## src/rtl/fetch_decode_if.sv

```systemverilog
// rtl/fetch_decode_if.sv - program memory, ALU and word memory bus bundle for fetch_decode
interface fetch_decode_if #(
  parameter int WIDTH    = 8,
  parameter int IWIDTH   = 8,
  parameter int PC_WIDTH = 8
);
  logic [PC_WIDTH-1:0] pm_addr;
  logic                pm_rd;
  logic [23:0]         pm_rdata;
  logic                pm_valid;
  logic [IWIDTH-1:0]   op_code;
  logic [1:0]          source1_choice;
  logic [1:0]          source2_choice;
  logic [WIDTH-1:0]    operand;
  logic [WIDTH-1:0]    alu_out;
  logic                alu_c_out;
  logic                alu_b_out;
  logic                alu_c_in;
  logic                alu_b_in;
  logic                mem_we;
  logic [WIDTH-1:0]    mem_addr;
  logic [WIDTH-1:0]    mem_wdata;

  modport master (
    output pm_addr, pm_rd,
    input  pm_rdata, pm_valid,
    output op_code, source1_choice, source2_choice, operand,
    input  alu_out, alu_c_out, alu_b_out,
    output alu_c_in, alu_b_in,
    output mem_we, mem_addr, mem_wdata
  );

  modport slave (
    input  pm_addr, pm_rd,
    output pm_rdata, pm_valid,
    input  op_code, source1_choice, source2_choice, operand,
    output alu_out, alu_c_out, alu_b_out,
    input  alu_c_in, alu_b_in,
    input  mem_we, mem_addr, mem_wdata
  );
endinterface

```

## src/rtl/fetch_decode.sv

```systemverilog
// rtl/fetch_decode.sv - fetch/decode/execute sequencer feeding the ALU
module fetch_decode #(
  parameter int WIDTH    = 8,
  parameter int IWIDTH   = 8,
  parameter int PC_WIDTH = 8
) (
  input  logic             clk,
  input  logic             rst_n,
  input  logic             en,
  fetch_decode_if.master   bus,
  output logic [WIDTH-1:0] acc,
  output logic             halted
);
  typedef enum logic [1:0] {S_FETCH, S_DECODE, S_EXEC, S_HALT} state_t;

  state_t              state;
  state_t              state_nxt;
  logic [PC_WIDTH-1:0] pc;
  logic [23:0]         instr;
  logic                cf;
  logic                bf;

  logic [7:0]          opc;
  logic [WIDTH-1:0]    imm;
  logic                acc_wr;
  logic                is_store;
  logic                is_halt;
  logic                jump_taken;
  logic                fetch_done;

  assign opc        = instr[23:16];
  assign imm        = WIDTH'(instr[7:0]);
  assign acc_wr     = (opc <= 8'h11) || (opc == 8'h1B) || (opc == 8'h1C) || (opc == 8'h1F);
  assign is_store   = (opc == 8'h1D) || (opc == 8'h1E);
  assign is_halt    = (opc == 8'h3F);
  assign jump_taken = (opc == 8'h20) || ((opc == 8'h21) && cf);
  assign fetch_done = (state == S_FETCH) && en && bus.pm_valid;

  // ALU-facing fields come straight from the instruction register, so they hold between fetches
  assign bus.op_code        = IWIDTH'(opc);
  assign bus.source1_choice = instr[15:14];
  assign bus.source2_choice = instr[13:12];
  assign bus.operand        = imm;
  assign bus.alu_c_in       = cf;
  assign bus.alu_b_in       = bf;
  assign bus.pm_addr        = pc;
  assign bus.mem_addr       = imm;
  assign bus.mem_wdata      = bus.alu_out;

  // State register
  always_ff @(posedge clk or negedge rst_n) begin
    if (!rst_n) state <= S_FETCH;
    else        state <= state_nxt;
  end

  // Next-state: fetch waits for valid data while enabled, halt is terminal
  always_comb begin
    state_nxt = state;
    case (state)
      S_FETCH:  if (en && bus.pm_valid) state_nxt = S_DECODE;
      S_DECODE: state_nxt = S_EXEC;
      S_EXEC:   state_nxt = is_halt ? S_HALT : S_FETCH;
      S_HALT:   state_nxt = S_HALT;
      default:  state_nxt = S_FETCH;
    endcase
  end

  // Control outputs; pm_rd is masked while reset is held so the bus stays quiet
  always_comb begin
    bus.pm_rd  = 1'b0;
    bus.mem_we = 1'b0;
    halted     = 1'b0;
    case (state)
      S_FETCH: bus.pm_rd  = en && rst_n;
      S_EXEC:  bus.mem_we = is_store;
      S_HALT:  halted     = 1'b1;
      default: ;
    endcase
  end

  // Datapath: latch the fetched word, then commit pc/acc/flags at the end of EXEC
  always_ff @(posedge clk or negedge rst_n) begin
    if (!rst_n) begin
      pc    <= '0;
      acc   <= '0;
      cf    <= 1'b0;
      bf    <= 1'b0;
      instr <= '0;
    end else begin
      if (fetch_done) instr <= bus.pm_rdata;
      if (state == S_EXEC) begin
        if (acc_wr)           acc <= bus.alu_out;
        if (opc == 8'h07)     cf  <= bus.alu_c_out;
        if (opc == 8'h08)     bf  <= bus.alu_b_out;
        if (is_halt)          pc  <= pc;
        else if (jump_taken)  pc  <= PC_WIDTH'(imm);
        else                  pc  <= pc + PC_WIDTH'(1);
      end
    end
  end
endmodule
```

## src/flat_wrapper.sv

```systemverilog
// flat-port wrapper written by rule: the top's interface ports become plain ports
module fetch_decode_flat 
#(
  parameter int WIDTH    = 8,
  parameter int IWIDTH   = 8,
  parameter int PC_WIDTH = 8
)
  (clk, rst_n, en, acc, halted, bus_pm_addr, bus_pm_rd, bus_pm_rdata, bus_pm_valid, bus_op_code, bus_source1_choice, bus_source2_choice, bus_operand, bus_alu_out, bus_alu_c_out, bus_alu_b_out, bus_alu_c_in, bus_alu_b_in, bus_mem_we, bus_mem_addr, bus_mem_wdata);
  fetch_decode_if #(.WIDTH(WIDTH), .IWIDTH(IWIDTH), .PC_WIDTH(PC_WIDTH)) bus_i ();
  input  logic clk;
  input  logic rst_n;
  input  logic en;
  output logic [WIDTH-1:0] acc;
  output logic halted;
  output wire logic [$bits(bus_i.pm_addr)-1:0] bus_pm_addr;
  output wire logic [$bits(bus_i.pm_rd)-1:0] bus_pm_rd;
  input wire logic [$bits(bus_i.pm_rdata)-1:0] bus_pm_rdata;
  input wire logic [$bits(bus_i.pm_valid)-1:0] bus_pm_valid;
  output wire logic [$bits(bus_i.op_code)-1:0] bus_op_code;
  output wire logic [$bits(bus_i.source1_choice)-1:0] bus_source1_choice;
  output wire logic [$bits(bus_i.source2_choice)-1:0] bus_source2_choice;
  output wire logic [$bits(bus_i.operand)-1:0] bus_operand;
  input wire logic [$bits(bus_i.alu_out)-1:0] bus_alu_out;
  input wire logic [$bits(bus_i.alu_c_out)-1:0] bus_alu_c_out;
  input wire logic [$bits(bus_i.alu_b_out)-1:0] bus_alu_b_out;
  output wire logic [$bits(bus_i.alu_c_in)-1:0] bus_alu_c_in;
  output wire logic [$bits(bus_i.alu_b_in)-1:0] bus_alu_b_in;
  output wire logic [$bits(bus_i.mem_we)-1:0] bus_mem_we;
  output wire logic [$bits(bus_i.mem_addr)-1:0] bus_mem_addr;
  output wire logic [$bits(bus_i.mem_wdata)-1:0] bus_mem_wdata;
  assign bus_pm_addr = bus_i.pm_addr;
  assign bus_pm_rd = bus_i.pm_rd;
  assign bus_i.pm_rdata = bus_pm_rdata;
  assign bus_i.pm_valid = bus_pm_valid;
  assign bus_op_code = bus_i.op_code;
  assign bus_source1_choice = bus_i.source1_choice;
  assign bus_source2_choice = bus_i.source2_choice;
  assign bus_operand = bus_i.operand;
  assign bus_i.alu_out = bus_alu_out;
  assign bus_i.alu_c_out = bus_alu_c_out;
  assign bus_i.alu_b_out = bus_alu_b_out;
  assign bus_alu_c_in = bus_i.alu_c_in;
  assign bus_alu_b_in = bus_i.alu_b_in;
  assign bus_mem_we = bus_i.mem_we;
  assign bus_mem_addr = bus_i.mem_addr;
  assign bus_mem_wdata = bus_i.mem_wdata;
  fetch_decode #(.WIDTH(WIDTH), .IWIDTH(IWIDTH), .PC_WIDTH(PC_WIDTH)) u_core (.clk(clk), .rst_n(rst_n), .en(en), .bus(bus_i), .acc(acc), .halted(halted));
endmodule
```

## config.mk

```make
export PLATFORM = sky130hd
export DESIGN_NAME = fetch_decode_flat
export DESIGN_NICKNAME = d
export VERILOG_FILES = /design/src/rtl/fetch_decode_if.sv /design/src/rtl/fetch_decode.sv /design/src/flat_wrapper.sv
export SDC_FILE = /design/constraint.sdc
export NUM_CORES = 1
export LEC_CHECK = 0
export ABC_AREA = 1
export ABC_CLOCK_PERIOD_IN_PS = 1800
export BUFFER_PORTS_ARGS = -buffer_cell sky130_fd_sc_hd__buf_2
export CAP_MARGIN = 20
export CORE_ASPECT_RATIO = 2
export CORE_MARGIN = 8
export CORE_UTILIZATION = 25
export CTS_CLUSTER_DIAMETER = 200
export DETAILED_ROUTE_END_ITERATION = 16
export SLEW_MARGIN = 25
export SYNTH_ARGS = -nofsm -noshare
export SYNTH_HDL_FRONTEND = slang
export SYNTH_SLANG_ARGS = --single-unit
```

## constraint.sdc

```tcl
create_clock -name clk -period 1.8 [get_ports clk]
set_input_delay 0.36 -clock clk [delete_from_list [all_inputs] [get_ports clk]]
set_output_delay 0.36 -clock clk [all_outputs]
set_load 0.02 [all_outputs]
```

Word-level counts from Yosys, hierarchy flattened. Index checks and enable logic that the tools add are counted.

Reductions and logical operators: 15. Mux-type cells: 7. Order comparisons: 1. Equal/unequal tests: 14. Add/sub/neg operators: 1. Bitwise gates (word level): 1.

Operators by type and width (number): equality test 8 x 5 -> 1 bit (second input constant) (5); equality test 8 x 6 -> 1 bit (second input constant) (3); adder 8 x 1 -> 8 bit (second input constant) (1); equality test 8 x 3 -> 1 bit (second input constant) (1); equality test 8 x 4 -> 1 bit (second input constant) (1); less-or-equal comparator 8 x 5 -> 1 bit (second input constant) (1); 2-to-1 mux 8 bit (1); case mux 2 bit (4 select lines) (1); AND reduction 2 bit (4); logical AND 1 bit (5); logical OR 1 bit (5); equality test 2 bit (second input constant) (2); 2-to-1 mux 2 bit (2); 2-to-1 mux 1 bit (3); equality test 2 x 1 -> 1 bit (second input constant) (1); logical NOT 2 bit (1); inequality test 2 bit (second input constant) (1); inverter 1 bit (1).

Input port bits: 38. Bits in registers: 44.

Longest topological paths before layout. Gate-level depths: netlist of run 1.

Depth after elaboration: 5. Depth in mapped cells: 9.

Worst setup path before layout of run 1. OpenSTA, ideal clock, no wires.

Path type: reg2out. Start: register u_core.instr[20]. End: output bus_mem_we. Buffers on the path: 0. Required time: 1.440 ns. Cell stages (with the launch flop): 3. Setup slack: 0.031 ns. Arrival time: 1.409 ns. Cells stage by stage: dfrtp_1 > nand2_1 > nor4_1.

Longest elaborated chain between the ends: 3. Elaborated cells on any way between the ends: 4. Those cells by class: 2 x eq/ne; 1 x mux; 1 x reduce/logical.

Ends and longest elaborated chain: start: declaration (RTL line fetch_decode.sv:19) `logic [23:0] instr;`; start signal: assignment (RTL line fetch_decode.sv:90) `if (fetch_done) instr <= bus.pm_rdata;`; equality test 8 x 5 -> 1 bit (RTL line fetch_decode.sv:34) `assign is_store = (opc == 8'h1D) || (opc == 8'h1E);`; logical OR 1 bit (*) (RTL line fetch_decode.sv:34); 2-to-1 mux 1 bit (*) (RTL line fetch_decode.sv:73) `case (state)`; end: declaration (RTL line flat_wrapper.sv:28) `output wire logic [$bits(bus_i.mem_we)-1:0] bus_mem_we;`.

Every way passes the cells marked *; elsewhere a longest branch is shown, timed or not.

Worst setup path in the final report of run 1.
Start: register u_core.instr[17]. End: output bus_mem_we.

The elaborated chain is that of the path after synthesis.

==> impl_metrics.py, run 1 <==
metrics = {
    "status": {
        "status": "completed",
    },
    "timing": {
        "worst_pin_slew_ns": 0.564,
        "setup_violations": 0,
        "finalClockSkew_ns": 0.00421,
        "fmax_mhz": 561,
        "timing.setup.tns_ns": 0,
        "relSlewSlack_pct": 62.2,
        "slew_viol_final": 0,
        "period_minus_slack_ns": 1.78,
        "rsz0062_at_grt": "true",
        "finalHoldViolations": 0,
        "period_share_pct": 99.0,
    },
    "clocking": {
        "cts_buffer_depth": 2,
        "cts_made_buffers": 5,
        "hold_buffers": 0,
        "htree_num_levels": 2,
        "root_buffer": "clkbuf_16",
        "cts.sinks": 40,
        "insertion_delay_ns": 0.28,
        "cts.reportedPaths.clkPinSlew_ns": 0.06,
        "cts_tree": "done",
    },
    "setup_path": {
        "end_kind": "primary output",
        "reg2regPathDepth": 8,
        "required_ns": 1.44,
        "cp_max_fo": 5,
        "startpoint_type": "register",
        "critPathKind": "reg2out",
        "critPathArrivalTime_ns": 1.42,
    },
    "detailed_routing": {
        "drtAntennaViolNets": 0,
        "viasPerCell": 4.32,
        "wl_um": 5920,
        "first_iter_violations": 95,
        "via_count": 1831,
        "first_pass_iters": 4,
        "wire_per_inst_um": 14.0,
        "drc": 0,
    },
    "synthesis": {
        "netlist_area_sq_um": 2080,
        "yosys.cell_types.count": 25,
        "ys_seq_elements": 40,
        "syn-num-nets": 277,
        "synth.avg_cell_area_sq_um": 8.74,
        "ys_seq_area_share_pct": 48.1,
        "yosysWarnings": 0,
        "synth_cells": 238,
    },
    "grt": {
        "grt_pass1_vias": 1954,
        "grtUsageTotal_pct": 10.6,
        "antenna_found_initial": 0,
        "grt_pass1_wl_um": 9600,
        "grt_overflow": 0,
        "grt_max_degree": 41,
    },
    "finish": {
        "drive_gt1_share_pct": 42.3,
        "synthToLayoutAreaGrowth_pct": 34.5,
        "finalNonFillerCells": 424,
        "mostFrequentLayoutCell": "buf_2",
        "diodes": 0,
        "final_nets": 364,
        "final_cell_mix": "buf_2, nand2_1, dfrtp_1",
    },
    "floorplan": {
        "rows": 47,
        "num_io_pins": 95,
        "die_h_um": 145,
        "chipWidth_um": 80.5,
        "start_util_pct": 25.4,
        "dieArea_sq_um": 11700,
        "coreArea_sq_um": 8170,
    },
    "placed_design": {
        "port_buffers": 90,
        "dp_hpwl_um": 4730,
        "globalplace.congestion": 0.813,
        "placed_cells": 412,
    },
    "pwr": {
        "leakage_nw": 1.48,
        "irDropWorstVdd_v": 0.000619,
        "power_density_nw_per_um2": 1780,
    },
    "job": {
        "max-cap-violations": 0,
    },
    "worst_hold_path": {
        "min_path_type": "in2async",
    },
}
metrics by stage:
step / worst slack [ns] / cell area, sq um / total power [W] / hold WS, ns / utilization [%]
after floorplan: 0.0312 / 2080 / 0.00322 / 0.0644 / -
after global placement: 0.156 / 2560 / 0.00393 / 0.464 / 31.3
after detailed placement: 0.0904 / 2560 / 0.00399 / 0.465 / 31.3
after CTS: 0.00765 / 2720 / 0.00492 / 0.243 / 33.2
after global routing: -0.0443 / 2800 / 0.00534 / 0.258 / 34.2
final: 0.0179 / 2800 / 0.00498 / 0.196 / 34.2
layer usage:
metal	GRT usage, %	up-vias	wire length [um]
met5	0	-	0
met1	9.36	855	2010
met2	20.5	47	3460
met4	5.87	0	172
li1	-	922	-
met3	2.35	7	287
worst max-delay path, stage by stage, from the launching register on:
cell	delay [ns]
dfrtp_1	0.42
inv_2	0.09
nand2_4	0.10
nand3_4	0.07
nor4_4	0.27
buf_4	0.19
cell type report:
cell class	count	area (sq um)
clock buffers	6	139
clock inverters	2	10.0
fillers	871	5380
inverters	27	101
multi-input cells	151	881
flip-flops and latches	40	1000
well taps	98	123
repair buffers	100	541
cells in the mapped netlist (all sizes together):
| cell | count | area (sq um) |
|---|---|---|
| xor2 | 2 | 17.5 |
| xnor2 | 1 | 8.76 |
| mux2 | 11 | 124 |
| o21bai | 2 | 15.0 |
| ha | 1 | 12.5 |
| o21ai | 12 | 93.8 |
| nand3 | 23 | 115 |
| buf | 20 | 149 |
| nor3 | 8 | 56.3 |
| dfrtp | 40 | 1000 |
| inv | 27 | 101 |
| nor4 | 1 | 6.26 |
| nand2 | 58 | 228 |
| a21oi | 10 | 50.1 |
| nand3b | 5 | 37.5 |
| nor2 | 17 | 63.8 |
path summary, 6_finish.rpt:
kind,startpoint,to,slack [ns]
min reg2reg,u_core.acc[4],u_core.acc[4],0.48
min,rst_n,u_core.bus.pm_addr[6],0.20
max in group asynchronous,rst_n,u_core.state[0],1.20
max,u_core.instr[17],bus_mem_we,0.02
min in group clk,bus_pm_rdata[7],u_core.instr[7],0.29
max reg2reg,u_core.instr[18],u_core.bus.pm_addr[6],0.26
cells by family after synthesis:
logic type | after synthesis | synth area share (%)
adder cells (fa/ha/maj) | 1 | 0.602
XOR/XNOR | 3 | 1.26
AND/OR/NAND/NOR | 112 | 24.4
multiplexers | 11 | 5.96
flip-flops | 40 | 48.1
buffers and inverters | 47 | 12.0
AO/OA/AOI/OAI | 24 | 7.64
registers in the layout, summed over array words and instances, names as in the netlist:
register and cells:
u_core.instr 20, u_core.acc 8, u_core.bus.alu_c_in 1, u_core.state 2, u_core.bus.pm_addr 8, u_core.bus.alu_b_in 1
power by group:
| part | switching [W] | internal, W | total, W |
|---|---|---|---|
| logic | 0.00153 | 0.000879 | 0.00241 |
| clock network | 0.000356 | 0.000546 | 0.000902 |
| registers | 0.000372 | 0.00130 | 0.00167 |
| total | 0.00226 | 0.00273 | 0.00498 |
repair_timing:
item / CTS / global route
setup buffers: 0 / 4
pin swaps: 0 / 3
setup endpoints to repair: 1 / 7
resized for setup: 1 / 12
Power figures use the tool's default switching activity.
==> run 2, diff against run 1 <==
Settings changed: CTS_BUF_LIST from default to sky130_fd_sc_hd__clkbuf_2.
==> run 2 against run 1 <==
Effect of this change: critical path depth shrank 2; global-route usage decreased by 0.087 points; sequential share of layout area is 1.6 points higher; sequential cell count unchanged; critical endpoint unchanged; sequential power hardly changed; clock skew rose by 0.014 ns; worst setup slack got worse by 0.082 ns; total power decreased by 11%; critical path type unchanged; utilization down 1.5 points; maximum frequency shrank 4.4%; count of clock-buffer cells in the layout shrank 1; die area stayed put; the flow now finishes with violations (negative setup slack); largest cell class unchanged.
==> impl_metrics.py, run 2 (same netlist as run 1, synthesis figures left out) <==
metrics = {
    "detailed_routing": {
        "dr_wl_met3_um": 245,
        "wl_um": 5840,
        "first_iter_violations": 98,
        "met1_length_um": 2030,
        "drc": 0,
        "via_count": 1826,
        "drtAntennaViolNets": 0,
        "viasPerCell": 4.31,
        "routed-wl-met2_um": 3450,
        "wire_per_inst_um": 13.8,
        "topRoutingLayerUsed": "met4",
        "first_pass_iters": 4,
    },
    "setup_path": {
        "end_kind": "primary output",
        "required_ns": 1.44,
        "critPathKind": "reg2out",
        "critPathArrivalTime_ns": 1.50,
        "reg2reg_to": "u_core.acc[2]",
        "regToRegSetupSlack_ns": 0.24,
        "r2r_start": "u_core.instr[18]",
        "cp_max_fo": 5,
        "startpoint_type": "register",
        "reg2regPathDepth": 6,
    },
    "clocking": {
        "htree_num_levels": 2,
        "cts_buffer_depth": 2,
        "insertion_delay_ns": 0.40,
        "cts_tree": "done",
        "cts_made_buffers": 5,
        "cts.reportedPaths.clkPinSlew_ns": 0.22,
        "root_buffer": "clkbuf_2",
        "hold_buffers": 0,
        "cts.sinks": 40,
    },
    "timing": {
        "period_minus_slack_ns": 1.86,
        "rsz0062_at_grt": "true",
        "period_share_pct": 104,
        "finalClockSkew_ns": 0.0184,
        "slew_viol_final": 0,
        "setup_violations": 1,
        "setup_ws_ns": -0.0642,
        "fmax_mhz": 536,
        "worst_pin_slew_ns": 0.570,
        "relSlewSlack_pct": 61.9,
        "finalHoldViolations": 0,
    },
    "finish": {
        "drive_gt1_share_pct": 41.8,
        "stdcell_area_sq_um": 2670,
        "fillCellCount": 886,
        "final_cell_mix": "buf_2, nand2_1, dfrtp_1",
        "largest_reg_flops": 20,
        "mostFrequentLayoutCell": "buf_2",
        "synthToLayoutAreaGrowth_pct": 28.6,
        "final_nets": 363,
        "largest-register": "u_core.instr",
        "final_core_util_pct": 32.7,
    },
    "floorplan": {
        "die_h_um": 145,
        "start_util_pct": 25.4,
        "chipWidth_um": 80.5,
        "coreArea_sq_um": 8170,
        "num_io_pins": 95,
        "dieArea_sq_um": 11700,
        "rows": 47,
    },
    "grt": {
        "grtUsageTotal_pct": 10.6,
        "grt_pass1_vias": 1946,
        "grt_overflow": 0,
        "grt_pass1_wl_um": 9560,
        "antenna_found_initial": 1,
        "grt_max_degree": 41,
    },
    "placed_design": {
        "dp_hpwl_um": 4730,
        "globalplace.congestion": 0.813,
        "postPlaceCellArea_sq_um": 2560,
        "dp_slack_ns": 0.0904,
        "port_buffers": 90,
    },
    "pwr": {
        "power_density_nw_per_um2": 1660,
        "irDropWorstVdd_v": 0.000513,
        "leakage_nw": 1.42,
    },
    "status": {
        "status": "finished with violations",
        "violations": "negative setup slack",
    },
    "job": {
        "max-cap-violations": 0,
    },
    "worst_hold_path": {
        "min_path_type": "in2async",
    },
}
[run 2: how the worst max path moves through the flow]
stage,start,to,slack [ns],cells past startpoint
final,u_core.instr[19],bus_mem_we,-0.06,3
after floorplan,u_core.instr[20],bus_mem_we,0.03,2
after CTS,u_core.state[0],bus_mem_we,-0.15,4
after global placement,u_core.instr[18],u_core.acc[3],0.16,6
after global routing,u_core.instr[19],bus_mem_we,-0.16,3
after detailed placement,u_core.instr[18],u_core.acc[2],0.09,6
[run 2: final cells by class]
cell class | count | area [sq um] | area share (%)
sequential | 40 | 1000 | 37.5
multi-input combinational | 151 | 871 | 32.6
timing repair buffer | 99 | 536 | 20.0
tap | 98 | 123 | 4.59
inverter | 27 | 101 | 3.79
clock buffer | 5 | 25.0 | 0.936
clock inverter | 3 | 13.8 | 0.515
antenna | 1 | 2.50 | 0.0936
[run 2: through the flow]
step | power [W] | hold WS, ns | TNS (ns) | std cells
after global placement | 0.00393 | 0.464 | 0 | 412
after global routing | 0.00477 | 0.0465 | -0.159 | 424
final | 0.00443 | 0.0359 | -0.0642 | 424
after detailed placement | 0.00399 | 0.465 | 0 | 412
after CTS | 0.00443 | 0.0433 | -0.148 | 420
after floorplan | 0.00322 | 0.0644 | 0 | 238
[run 2: critical path, cell delays in order, from the launching register on]
cell     delay (ns)
dfrtp_1        0.46
inv_1          0.14
nor4_4         0.31
buf_4          0.19
[run 2: where the power goes]
part | internal, W | switching, W
Combinational | 0.000865 | 0.00151
Sequential | 0.00129 | 0.000367
Clock | 0.0000872 | 0.000307
[run 2: what timing repair did]
item	in CTS	in global routing
endpoints found under the setup margin	1	10
resized for setup	6	6
pin swaps	0	1
setup buffers	0	3
[run 2: per-layer routing]
layer  vias up  global-route usage (%)
met5         -                       0
met4         0                    5.23
met3         5                    1.92
met2        44                    20.6
met1       855                    9.47
li1        922                       -
==> run 3, diff against run 2 <==
Settings changed: ABC_AREA 1 to default.
==> run 3 against run 2 <==
Effect of this change: the flow still finishes with violations (negative setup slack); critical path depth rose by 5; clock power rose by 42%; clock skew rose by 0.0057 ns; cell count fell by 17%; hold slack improved by 0.10 ns; sequential share of layout area rose by 0.15 points; global-route usage fell by 1.2 points; non-clock buffer count rose by 6; largest cell class unchanged; highest routed layer unchanged.
==> impl_metrics.py, run 3 <==
metrics = {
    "status": {
        "status": "finished with violations",
        "violations": "negative setup slack",
    },
    "floorplan": {
        "num_io_pins": 95,
        "start_util_pct": 25.3,
        "chipWidth_um": 78.9,
        "dieArea_sq_um": 11200,
        "die_h_um": 142,
        "rows": 46,
        "coreArea_sq_um": 7830,
    },
    "pwr": {
        "leakage_nw": 1.33,
        "power_density_nw_per_um2": 1780,
        "irDropWorstVdd_v": 0.000833,
    },
    "clocking": {
        "cts.sinks": 40,
        "cts_made_buffers": 5,
        "cts.reportedPaths.clkPinSlew_ns": 0.23,
        "root_buffer": "clkbuf_2",
        "cts_buffer_depth": 2,
        "insertion_delay_ns": 0.42,
        "cts_tree": "done",
        "htree_num_levels": 2,
    },
    "worst_hold_path": {
        "min_path_type": "in2reg",
    },
    "job": {
        "max-cap-violations": 0,
    },
    "detailed_routing": {
        "wire_per_inst_um": 14.9,
        "wl_um": 5220,
        "drtAntennaViolNets": 0,
        "drc": 0,
        "first_iter_violations": 24,
        "via_count": 1593,
        "viasPerCell": 4.54,
        "first_pass_iters": 4,
    },
    "grt": {
        "grt_overflow": 0,
        "grtUsageTotal_pct": 9.36,
        "use_met2_pct": 14.0,
        "top_usage_layer": "met2",
        "grt_pass1_wl_um": 8310,
        "use_met1_pct": 11.0,
        "use_met3_pct": 5.07,
        "antenna_found_initial": 0,
        "grt_max_degree": 41,
        "grt_pass1_vias": 1706,
    },
    "synthesis": {
        "ys_seq_elements": 40,
        "synth_top_area_share_pct": 50.6,
        "synth_xor_area_share_pct": 0.443,
        "syn-num-nets": 201,
        "synthSimpleGateAreaFrac_pct": 11.4,
        "synthFlopType": "dfrtp_1",
        "synth.most_common_cell": "dfrtp_1",
        "yosysWarnings": 0,
        "ys_seq_area_share_pct": 50.6,
        "netlist_area_sq_um": 1980,
        "async_flop_share_pct": 100,
        "muxShareOfSynthArea_pct": 19.5,
        "ys_top_cells_by_count": "dfrtp_1, mux2_2, buf_4",
        "synth_top_family_by_area": "multiplexers",
        "synth_fa_ha_area_share_pct": 0.633,
        "synth_top_cell_by_area": "dfrtp_1",
        "synth_edf_count": 0,
        "yosys-top-cells-area": "dfrtp_1, mux2_2, buf_4",
        "synth-compound-area-share_pct": 9.30,
        "yosys.cell_types.count": 37,
        "synth_cells": 162,
        "synth.avg_cell_area_sq_um": 12.2,
    },
    "placed_design": {
        "globalplace.congestion": 0.709,
        "dp_slack_ns": 0.00547,
        "dp_hpwl_um": 4010,
        "port_buffers": 90,
    },
    "setup_path": {
        "critical-path-max-stage-delay_ns": 0.49,
        "cp_max_fo": 8,
        "critPathTopFamily": "simple AND/OR/NAND/NOR gates",
        "crit_chain": "nand2b_4, or4_4, buf_4, buf_6, buf_6, a21oi_4, buf_12, mux2_2",
        "end_kind": "register",
        "startpoint_type": "register",
        "cp.buffers_inverters": 4,
        "required_ns": 2.11,
        "crit_top_cell": "buf_6",
        "critPathArrivalTime_ns": 2.45,
        "crit_slowest_cell": "or4_4",
        "critPathKind": "reg2reg",
    },
    "timing": {
        "period_share_pct": 119,
        "relSlewSlack_pct": 66.5,
        "finalHoldViolations": 0,
        "finalClockSkew_ns": 0.0241,
        "rsz0062_at_grt": "true",
        "timing.setup.tns_ns": -3.37,
        "setup_ws_ns": -0.335,
        "fmax_mhz": 468,
        "slew_viol_final": 0,
        "period_minus_slack_ns": 2.14,
        "worst_pin_slew_ns": 0.502,
        "setup_violations": 12,
    },
    "finish": {
        "mostFrequentLayoutCell": "buf_2",
        "drive_gt1_share_pct": 58.8,
        "synthToLayoutAreaGrowth_pct": 34.6,
        "diodes": 0,
        "final_cell_mix": "buf_2, dfrtp_1, mux2_2",
        "final_nets": 293,
        "largest_reg_flops": 20,
        "largest-register": "u_core.instr",
    },
}
## run 3: layout make-up
class                      instances  area (sq um)
clock buffer                       5          25.0
clock inverter                     3          46.3
fill                             826          5170
inverter                           5          18.8
multi-input combinational         97           855
sequential                        40          1000
tap                               96           120
timing repair buffer             105           594
## run 3: kinds of logic after synthesis
kind of cell | count (synthesis)
multiplexers | 35
AO/OA/AOI/OAI | 24
adder cells (fa/ha/maj) | 1
AND/OR/NAND/NOR | 36
XOR/XNOR | 1
flip-flops | 40
buffers and inverters | 25
## run 3: metrics by stage
step           util [%]  total power [W]  area [sq um]  hold slack [ns]  instances
3_5_place_dp       31.7          0.00412          2480            0.490        337
2_1_floorplan         -          0.00330          1980           0.0644        162
3_3_place_gp       31.7          0.00404          2480            0.466        337
5_1_grt            34.0          0.00510          2660           0.0562        351
4_1_cts            33.5          0.00476          2620           0.0954        349
6_report           34.0          0.00475          2660            0.141        351
## run 3: worst min-delay path: stages
cell and delay [ns]:
buf_2 0.07, nand2_1 0.03, o21ai_0 0.07
## run 3: metal layers
| metal | up-vias | share of wire (%) |
|---|---|---|
| li1 | 759 | - |
| met1 | 749 | 43 |
| met2 | 80 | 44 |
| met3 | 5 | 12 |
| met4 | 0 | 1.3 |
| met5 | - | 0 |
## run 3: path summary, 6_finish.rpt
kind,start,end,slack (ns),cells after the start
worst min register to register,u_core.acc[7],u_core.acc[7],0.53,1
worst max-delay path,u_core.state[0],u_core.acc[3],-0.34,8
worst min-delay path,bus_pm_rdata[0],u_core.instr[0],0.14,3
worst max register to register,u_core.state[0],u_core.acc[3],-0.34,8
max in group asynchronous,rst_n,u_core.instr[14],0.90,3
min in group asynchronous,rst_n,u_core.instr[4],0.54,3
## run 3: timing repair
action	in CTS	in global routing
hold buffers	1	0
buffers inserted	3	3
pin swaps	2	1
setup endpoints to repair	10	19
resized for setup	6	6
cloned	0	0
endpoints found under the hold margin	28	0
## run 3: where the power goes
part           internal [W]  total (W)  leakage, nW  switching (W)
clock              0.000239   0.000558       0.0396       0.000318
sequential          0.00131    0.00172        0.492       0.000412
combinational       0.00107    0.00247        0.796        0.00139
